<file path="src/rtl/pred_pkg.sv">
// rtl/pred_pkg.sv - shared predictor types, defaults and saturating arithmetic helpers
package pred_pkg;

    localparam int DEF_ADDR_W = 3;
    localparam int DEF_CTR_W  = 2;
    localparam int DEF_STAT_W = 16;

    typedef enum logic {
        INIT,
        RUN
    } pred_state_t;

    // Helpers work on a 32-bit carrier; callers size the result back to their width w.
    function automatic logic [31:0] sat_inc(input logic [31:0] v, input int w);
        logic [31:0] max;
        max = (w >= 32) ? 32'hffff_ffff : ((32'd1 << w) - 32'd1);
        return (v >= max) ? max : v + 32'd1;
    endfunction

    function automatic logic [31:0] sat_dec(input logic [31:0] v);
        return (v == 32'd0) ? 32'd0 : v - 32'd1;
    endfunction

endpackage

</file>
<file path="src/rtl/sat_ctr_upd.sv">
// rtl/sat_ctr_upd.sv - combinational CTR_W-bit saturating counter next-value
module sat_ctr_upd
    import pred_pkg::*;
#(
    parameter int CTR_W = DEF_CTR_W
) (
    input  logic [CTR_W-1:0] cur,
    input  logic             taken,
    output logic [CTR_W-1:0] nxt
);

    always_comb begin
        nxt = cur;
        if (taken) begin
            nxt = CTR_W'(sat_inc(32'(cur), CTR_W));
        end else begin
            nxt = CTR_W'(sat_dec(32'(cur)));
        end
    end

endmodule

</file>
<file path="src/rtl/nbit_pred_table.sv">
// rtl/nbit_pred_table.sv - direct-mapped table of saturating branch counters
// Optional statistics counters enabled by defining PRED_STATS_EN.
module nbit_pred_table
    import pred_pkg::*;
#(
    parameter int ADDR_W   = DEF_ADDR_W,
    parameter int CTR_W    = DEF_CTR_W,
    parameter int INIT_VAL = (1 << (CTR_W - 1)) - 1,
    parameter int STAT_W   = DEF_STAT_W
) (
    input  logic              clk,
    input  logic              rst,
    output logic              ready,
    input  logic              lk_valid,
    input  logic [ADDR_W-1:0] lk_addr,
    output logic              pred_valid,
    output logic              pred_taken,
    output logic [CTR_W-1:0]  pred_ctr,
    input  logic              up_valid,
    input  logic [ADDR_W-1:0] up_addr,
    input  logic              up_taken,
    input  logic              up_pred,
    output logic              miss
`ifdef PRED_STATS_EN
    ,
    output logic [STAT_W-1:0] miss_cnt,
    output logic [STAT_W-1:0] upd_cnt
`endif
);

    localparam int DEPTH = 1 << ADDR_W;

    if (CTR_W < 1 || CTR_W > 32 || STAT_W < 1 || STAT_W > 32) begin : g_bad_param
        $error("nbit_pred_table: CTR_W and STAT_W must lie in 1..32");
    end

    pred_state_t       state;
    logic [ADDR_W-1:0] ptr;
    logic [CTR_W-1:0]  tbl [DEPTH];
    logic [CTR_W-1:0]  upd_nxt;
    logic [CTR_W-1:0]  lk_ctr;
    logic              miss_nxt;

    sat_ctr_upd #(.CTR_W(CTR_W)) u_sat (
        .cur   (tbl[up_addr]),
        .taken (up_taken),
        .nxt   (upd_nxt)
    );

    // Write-first: a lookup colliding with an update sees the trained value.
    assign lk_ctr   = (up_valid && (up_addr == lk_addr)) ? upd_nxt : tbl[lk_addr];
    assign miss_nxt = up_valid & ready & (up_taken != up_pred);

    always_ff @(posedge clk) begin
        if (rst) begin
            state      <= INIT;
            ptr        <= '0;
            ready      <= 1'b0;
            pred_valid <= 1'b0;
            pred_taken <= 1'b0;
            pred_ctr   <= '0;
            miss       <= 1'b0;
        end else begin
            case (state)
                INIT: begin
                    tbl[ptr]   <= CTR_W'(INIT_VAL);
                    ptr        <= ptr + 1'b1;
                    pred_valid <= 1'b0;
                    miss       <= 1'b0;
                    if (&ptr) begin
                        state <= RUN;
                        ready <= 1'b1;
                    end
                end
                RUN: begin
                    if (up_valid) begin
                        tbl[up_addr] <= upd_nxt;
                    end
                    pred_valid <= lk_valid;
                    pred_ctr   <= lk_ctr;
                    pred_taken <= lk_ctr[CTR_W-1];
                    miss       <= miss_nxt;
                end
                default: state <= INIT;
            endcase
        end
    end

`ifdef PRED_STATS_EN
    always_ff @(posedge clk) begin
        if (rst) begin
            upd_cnt  <= '0;
            miss_cnt <= '0;
        end else if (state == RUN && up_valid) begin
            upd_cnt <= STAT_W'(sat_inc(32'(upd_cnt), STAT_W));
            if (miss_nxt) begin
                miss_cnt <= STAT_W'(sat_inc(32'(miss_cnt), STAT_W));
            end
        end
    end
`endif

endmodule
</file>
<file path="config.mk">
export PLATFORM = sky130hd
export DESIGN_NAME = nbit_pred_table
export DESIGN_NICKNAME = d
export VERILOG_FILES = /design/src/rtl/pred_pkg.sv /design/src/rtl/sat_ctr_upd.sv /design/src/rtl/nbit_pred_table.sv
export SDC_FILE = /design/constraint.sdc
export NUM_CORES = 1
export LEC_CHECK = 0
export ABC_AREA = 1
export CORE_MARGIN = 2
export CORE_UTILIZATION = 45
export CTS_CLUSTER_DIAMETER = 40
export DETAILED_ROUTE_END_ITERATION = 6
export PLACE_DENSITY_LB_ADDON = 0.25
export SETUP_SLACK_MARGIN = 0.05
export SLEW_MARGIN = 25
export SYNTH_ARGS = -nofsm -noshare
export SYNTH_HDL_FRONTEND = slang
export SYNTH_SLANG_ARGS = --single-unit
</file>
<file path="constraint.sdc">
create_clock -name clk -period 1.6 [get_ports clk]
set_clock_uncertainty 0.15 [all_clocks]
set_input_delay 0.16 -clock clk [delete_from_list [all_inputs] [get_ports clk]]
set_output_delay 0.16 -clock clk [all_outputs]
set_load 0.03 [all_outputs]
</file>
# Yosys cells after proc, flatten, opt, wreduce, memory -nomap -nowiden
# Memories as Yosys holds them, arrays and structs flattened.
# Index checks and enable logic that the tools add are counted.
# W data, S select, Z words.
# op_classes
reduce_logical	5
multipliers	0
n_eq_ne	2
magnitude_cmp	1
bitwise	3
shifts	0
div	0
mux	18
n_addsub	3
# op_table
operator	count
$mux W1	10
$mux W2	5
$pmux W1 S2	2
$reduce_and A4 Y1	1
$add A3 B1 Y3 const B	1
$eq A3 B3 Y1	1
$mux W3	1
$reduce_and A3 Y1	1
$add A2 B1 Y2 const B	1
$and A1 B1 Y1	2
$ge A2 B2 Y1 const B	1
$logic_not A2 Y1	1
$reduce_or A2 Y1	1
$sub A2 B1 Y2 const B	1
$logic_and A1 B1 Y1	1
$ne A1 B1 Y1	1
$not A1 Y1	1
# word_totals
ram_bits	16
register_bits	10
latch_bits	0
mem_count	1
out_inout_bits	6
romBits	0
wordCells	40
# memory_table
memory	words	word_bits	read_ports	rd_ports_with_merged_regs	wr	line_no	text
tbl	8	2	2	0	1	nbit_pred_table.sv:39	logic [CTR_W-1:0] tbl [DEPTH];

# Depth between registers and ports, before layout
# Gate-level depths: netlist of run 1.
# logic_depth
depth_word	6
depth_mapped	13
ltp_nobuf	12

# By module
# A second synthesis of run 1 with hierarchy kept.
# hier_totals
hier_cells	171
hier_area_um2	1378.8
# modules_own_cells
module	cells_each	seq_area_each_um2	n_inst	area_each_um2
nbit_pred_table	165	660.6	1	1353.8
sat_ctr_upd	6	0.0	1	25.0

# Worst setup path after synthesis of run 1
# Ideal clock, no wire load.
# synth_path
path_type	reg-to-reg
from	register state
to	memory tbl[0][0] (netlist name), enable pin
path_buffers	1
slack_ns	-0.012
synth_period_minus_slack_ns	1.612
setup_ns	0.309
path_stages_with_launch	10
arrival_ns	1.153
cell_sequence	dfxtp_1 -> buf_6 -> inv_4 -> nor3_4 -> inv_2 -> nand2_1 -> o21ai_2 -> inv_1 -> nand2_1 -> nor2_1
# synth_via
elab_chain_cells	5
word_cells_on_any_way	9
classes_between	8 x mux; 1 x reduce/logical
# synth_rtl
item	line_no	text
start, declared	nbit_pred_table.sv:37	pred_state_t state;
start signal, assigned	nbit_pred_table.sv:56	state <= INIT;
start signal, assigned	nbit_pred_table.sv:71	state <= RUN;
start signal, assigned	nbit_pred_table.sv:84	default: state <= INIT;
$mux W1	nbit_pred_table.sv:64	case (state)
$mux W1	nbit_pred_table.sv:55	if (rst) begin
$mux W1 (implied by the code)	nbit_pred_table.sv:77	tbl[up_addr] <= upd_nxt;
$reduce_or A2 Y1 (no source line)	--	
$mux W3 (no source line) / $mux W1 (equally long branches)	--	
end, declared	nbit_pred_table.sv:39	
# Several ways; a longest one is shown, not always the timed one.

# Final worst setup path of run 1
# layout_path
from	register state
to	memory tbl[1][0] (netlist name), enable pin
# Same word-level chain as after synthesis.

==> qor.yml, run 1 <==
syn-cell-area_um2: 1400
synth_compound_area_frac: 0.0963
ios: 18
num_vias: 1378
synth-adder-area-share: 0.0178
drtIter0Drc: 67
ctsLongestPathBuffers: 2
drive_gt1_frac: 0.354
synthMuxAreaShare: 0
cts_buffers: 3
syn2layout_area_growth_pct: 41.5
ys_ff_latch: 25
cts_tree: "done"
final_nets: 238
violations: "setup timing"
synth_top_flop_cell: "edfxtp_1"
dpl-instance-area_um2: 1740
n_antenna_cell: 0
report.final.hold_viol_count: 0
peakVddDrop_mv: 0.405
setup_viol: 25
hpwl_mm: 2.74
worstPathCellList: "inv_6 -> nor3_4 -> inv_4 -> o21ai_4 -> nand2_2 -> nor2_2"
antenna_found_initial: 0
layout_setup_ws_ns: -0.115
synth.most_common_cell: "nand2_1"
cts_htree_levels: 1
post_drt_wl_per_cell_um: 14.3
synthSimpleGateAreaFrac: 0.314
worstMarginPinSlew_ns: 0.313
start_kind: "flop"
synth_edf_count: 16
synthesis.nets: 195
cts_root_buffer: "clkbuf_4"
synthArstFlopShare: 0
maxCapViolations: 0
placementRows: 20
clk_latency_ns: 0.33
min_period_ns: 1.71
synth.largest_area_cell: "edfxtp_1"
clk_pin_slew_worst_paths_ns: 0.14
final_area_um2: 1990
rsz0062_at_grt: "true"
critical-path-max-stage-delay_ns: 0.39
die_area_um2: 3580
yosys.area.top_type_share: 0.342
drv_slew: 0
synthTopCellsByArea: "edfxtp_1, nand2_1, dfxtp_1, nand3_1, inv_1"
fmax_mhz: 583
worst-setup-path-type: "reg2reg"
synth_area_per_cell_um2: 7.76
maxSlewHeadroom: 0.792
antenna_left: 0
synthTopCellsByCount: "nand2_1, nand3_1, inv_1"
seq_area_frac_synth: 0.471
grt_pass1_vias: 1244
core-area_um2: 3000
setup.worst_path.end_class: "flop"
start_util: 0.467
routed_wl_mm: 3.67
ys.warnings.count: 0
crit_arrival_ns: 1.59
leakage_nw: 0.884
fin_tns_setup_ns: -1.69
clock-sinks: 25
status: "finished, violations left"
crit_slowest_cell: "dfxtp_4"
firstDrtPassIters: 4
cp.required_ns: 1.48
gp_routability_congestion: 0.915
die_h_um: 59.9
vias_per_cell: 5.38
drc: 0
hold_path.class: "in2reg"
grt_max_degree: 14
synth_top_family_by_area: "simple AND/OR/NAND/NOR gates"
ys_types: 25
path_max_fanout: 5
grt_overflow: 0
io_buffers: 17
grt_pass1_wl_mm: 5.68
fin_crit_sh: 1.07
die_w_um: 59.9
synth_xor_xnor_area_share: 0.00624
powerDensity_nw_per_um2: 646
gr-usage-all-layers: 0.219
synthCells: 181
-- through the flow --
stage / hold slack [ns] / std cells / worst slack [ns] / util / power [mW]
final: 0.192 / 256 / -0.115 / 0.662 / 1.28
after CTS: 0.192 / 252 / -0.0612 / 0.629 / 1.26
after global placement: 0.302 / 245 / -0.445 / 0.580 / 0.943
after detailed placement: 0.307 / 245 / -0.468 / 0.580 / 0.953
after global routing: 0.258 / 256 / -0.191 / 0.662 / 1.34
after floorplan: 0.106 / 181 / 0.0490 / - / 0.856
-- sequential cells by signal (all words and copies together), names as in the netlist --
register and cells:
tbl 16, ptr 3, miss 1, pred_ctr 1
pred_taken 1, pred_valid 1, ready 1, state 1
-- kinds of logic after synthesis --
| group | after synthesis |
|---|---|
| AO/OA/AOI/OAI | 22 |
| XOR/XNOR | 1 |
| adder cells (fa/ha/maj) | 2 |
| buffers and inverters | 28 |
| flip-flops | 25 |
| AND/OR/NAND/NOR | 103 |
-- final timing paths --
kind | slack (ns) | cells after the start | endpoint | startpoint
worst min register to register | 0.33 | 2 | ready$_SDFFE_PP0P_ | ready$_SDFFE_PP0P_
worst min-delay path | 0.19 | 3 | pred_valid$_SDFF_PP0_ | lk_valid
worst max-delay path | -0.11 | 6 | tbl[1][0]$_DFFE_PP_ | state$_SDFF_PP0_
worst max register to register | -0.11 | 6 | tbl[1][0]$_DFFE_PP_ | state$_SDFF_PP0_
-- routing by layer --
metal / share of wire / GRT usage / up-vias
met5: 0 / 0 / -
met4: 0.020 / 0.0889 / 0
met3: 0.047 / 0.0346 / 8
met2: 0.51 / 0.373 / 45
met1: 0.42 / 0.274 / 656
li1: - / - / 669
-- what timing repair did --
action / in CTS / in global routing
gates cloned: 0 / 1
buffers inserted: 3 / 3
pin swaps: 8 / 10
hold buffers: 0 / 0
endpoints found under the setup margin: 38 / 34
resized for setup: 31 / 24
-- power breakdown --
part           leakage, nW  switching, mW  internal (mW)
Clock               0.0150          0.178         0.0977
Sequential           0.215         0.0133          0.694
Combinational        0.654          0.174          0.127
Total                0.884          0.365          0.919
-- critical path, delay by kind of cell (launching register included) --
| kind | cells | cell delay, ns |
|---|---|---|
| AND/OR/NAND/NOR | 3 | 0.49 |
| flip-flops | 1 | 0.39 |
| AO/OA/AOI/OAI | 1 | 0.23 |
| buffers and inverters | 2 | 0.15 |
-- cell usage in the layout (no fill, tap or decap), types with 5 or more instances in the layout --
cell type / synthesis / final
inv_1: 17 / 13
nor2_1: 13 / 5
nor2_4: 0 / 5
dfxtp_1: 9 / 8
nand2_1: 65 / 51
nand2_2: 2 / 12
dlygate4sd2_1: 0 / 6
inv_2: 2 / 5
buf_4: 2 / 23
edfxtp_1: 16 / 16
nand3_1: 18 / 14
clkdlybuf4s50_1: 0 / 10
a21oi_1: 9 / 7
-- cell type report --
class	instances	area (um2)
inverter	23	98.8
clock buffer	4	26.3
sequential	25	664
timing repair buffer	43	372
tap	33	41.3
fill	234	1020
multi-input combinational	128	785
Note: power is estimated with default switching activity, not from simulation.
==> run 2: changes to the inputs <==
--- a/config.mk
+++ b/config.mk
@@ -10,9 +10,11 @@
 export CORE_UTILIZATION = 45
 export CTS_CLUSTER_DIAMETER = 40
 export DETAILED_ROUTE_END_ITERATION = 6
+export MAX_ROUTING_LAYER = met4
 export PLACE_DENSITY_LB_ADDON = 0.25
 export SETUP_SLACK_MARGIN = 0.05
 export SLEW_MARGIN = 25
 export SYNTH_ARGS = -nofsm -noshare
 export SYNTH_HDL_FRONTEND = slang
+export SYNTH_HIERARCHICAL = 1
 export SYNTH_SLANG_ARGS = --single-unit
==> qor.yml, run 2 <==
status: "finished, violations left"
violations: "setup timing"
path_max_fanout: 3
hold_slack_ns: 0.212
die_w_um: 59.4
synth_top_flop_cell: "edfxtp_1"
grt_overflow: 0
setup.worst_path.end_class: "flop"
n_antenna_cell: 0
drive_gt1_frac: 0.396
core-area_um2: 2980
synthCells: 171
grt_pass1_wl_mm: 5.90
cts_htree_levels: 1
synthTopCellsByArea: "edfxtp_1, dfxtp_1, nand2_1, nor2_1, o21ai_0"
post_drt_wl_per_cell_um: 14.8
seq_area_frac_synth: 0.479
cts_buffers: 3
ctsLongestPathBuffers: 2
drc: 0
synth_area_per_cell_um2: 8.06
die_h_um: 59.4
leakage_nw: 0.930
pre_cts_ws_ns: -0.728
ys_types: 28
cts_tree: "done"
setup_viol: 24
layout_setup_ws_ns: -0.176
drv_slew: 0
syn2layout_area_growth_pct: 48.0
powerDensity_nw_per_um2: 642
dp_cells: 250
hpwl_mm: 2.76
clock-sinks: 25
rsz0062_at_grt: "true"
most-common-layout-cells: "buf_4, nand2_1, edfxtp_1"
final_nets: 245
ys.warnings.count: 6
io_buffers: 17
syn-cell-area_um2: 1380
hold_path.class: "in2reg"
start_kind: "flop"
crit_arrival_ns: 1.86
worstMarginPinSlew_ns: 0.331
maxCapViolations: 0
fmax_mhz: 563
max_flop_register: "tbl"
antenna_found_initial: 0
start_util: 0.463
grt_pass1_vias: 1296
worst-setup-path-type: "reg2reg"
yosys.area.top_type_share: 0.348
multiInputGateArea_um2: 734
cts_root_buffer: "clkbuf_4"
synthArstFlopShare: 0
synth_edf_count: 16
gr-usage-all-layers: 0.235
routed_wl_mm: 3.90
synth.largest_area_cell: "edfxtp_1"
placementRows: 20
final_cells: 263
reg.largest.list: "tbl: 16 flops, ptr: 3 flops"
fin_crit_sh: 1.11
maxSlewHeadroom: 0.778
min_period_ns: 1.78
num_vias: 1379
vias_per_cell: 5.24
report.final.hold_viol_count: 0
ios: 18
synthTopCellsByCount: "nand2_1, nor2_1, edfxtp_1, o21ai_0, inv_1"
firstDrtPassIters: 4
drtIter0Drc: 71
cp.required_ns: 1.69
register_area_um2: 662
gp_routability_congestion: 0.885
synthesis.nets: 185
clk_latency_ns: 0.32
fillCellCount: 233
peakVddDrop_mv: 0.603
antenna_left: 0
largest_reg_flops: 16
cts.hold.buffers_added: 0
grt_max_degree: 17
mostFrequentLayoutCell: "buf_4"
ys_ff_latch: 25
die_area_um2: 3520
synth.most_common_cell: "nand2_1"
clk_pin_slew_worst_paths_ns: 0.14
[run 2: cell types whose count changed after synthesis, moves of 3 or more]
cell,delta
nor2_1,+12
nand3_1,-7
nand2_1,-30
o21ai_0,+11
inv_1,-3
a21oi_1,-3
inv_2,+4
[run 2: routing by layer]
layer,part of all wire,vias to the layer above,global-route usage
li1,-,690,-
met1,0.43,645,0.289
met2,0.51,38,0.405
met3,0.041,6,0.0349
met4,0.018,0,0.0584
met5,0,-,-
[run 2: final timing paths]
path	endpoint	slack [ns]	start	cells after the start
worst max-delay path	pred_taken$_SDFFE_PP0P_	-0.18	tbl[3][1]$_DFFE_PP_	13
worst min-delay path	pred_valid$_SDFF_PP0_	0.21	lk_valid	3
worst max register to register	pred_taken$_SDFFE_PP0P_	-0.18	tbl[3][1]$_DFFE_PP_	13
worst min register to register	pred_taken$_SDFFE_PP0P_	0.36	pred_taken$_SDFFE_PP0P_	2
[run 2: worst max-delay path: stages, from the launching register on]
cell and delay [ns]:
edfxtp_1 0.45, nor2_1 0.12, o22ai_1 0.13, nand2_1 0.09, nand2_2 0.07, o21ai_1 0.15
nand2_1 0.08, inv_2 0.08, buf_6 0.09, nand3_2 0.06, nand2_1 0.07, inv_1 0.04
nand2_2 0.06, a21oi_2 0.05
[run 2: cells by family (layout without fill, tap and decap cells)]
| family | Yosys count | count (layout) | synth area share |
|---|---|---|---|
| buf+inv | 26 | 85 | 0.0835 |
| flops | 25 | 25 | 0.479 |
| simple gates | 81 | 81 | 0.260 |
| fa+ha+maj | 2 | 2 | 0.0181 |
| compound gates | 37 | 37 | 0.160 |
[run 2: area by class of cell]
class | instances | share of cell area
Inverter | 21 | 0.0399
Sequential cell | 25 | 0.324
Tap cell | 33 | 0.0202
Timing Repair Buffer | 60 | 0.240
Clock buffer | 3 | 0.0110
Multi-Input combinational cell | 120 | 0.360
Clock inverter | 1 | 0.00429
[run 2: repair_timing]
item / CTS / global route
setup buffers: 5 / 4
setup endpoints to repair: 40 / 34
pin swaps: 11 / 11
resized for setup: 37 / 18
[run 2: where the power goes]
part | internal [mW] | switching [mW]
sequential | 0.695 | 0.0118
clock | 0.102 | 0.194
combinational | 0.134 | 0.172
[run 2: stage by stage]
step                 util  total power, mW  area [um2]  TNS (ns)
floorplan               -            0.845        1380         0
global placement    0.608            0.951        1810    -15.04
detailed placement  0.608            0.960        1810    -18.48
CTS                 0.650             1.27        1930    -0.553
global route        0.685             1.37        2040     -4.82
finish              0.685             1.31        2040     -1.76
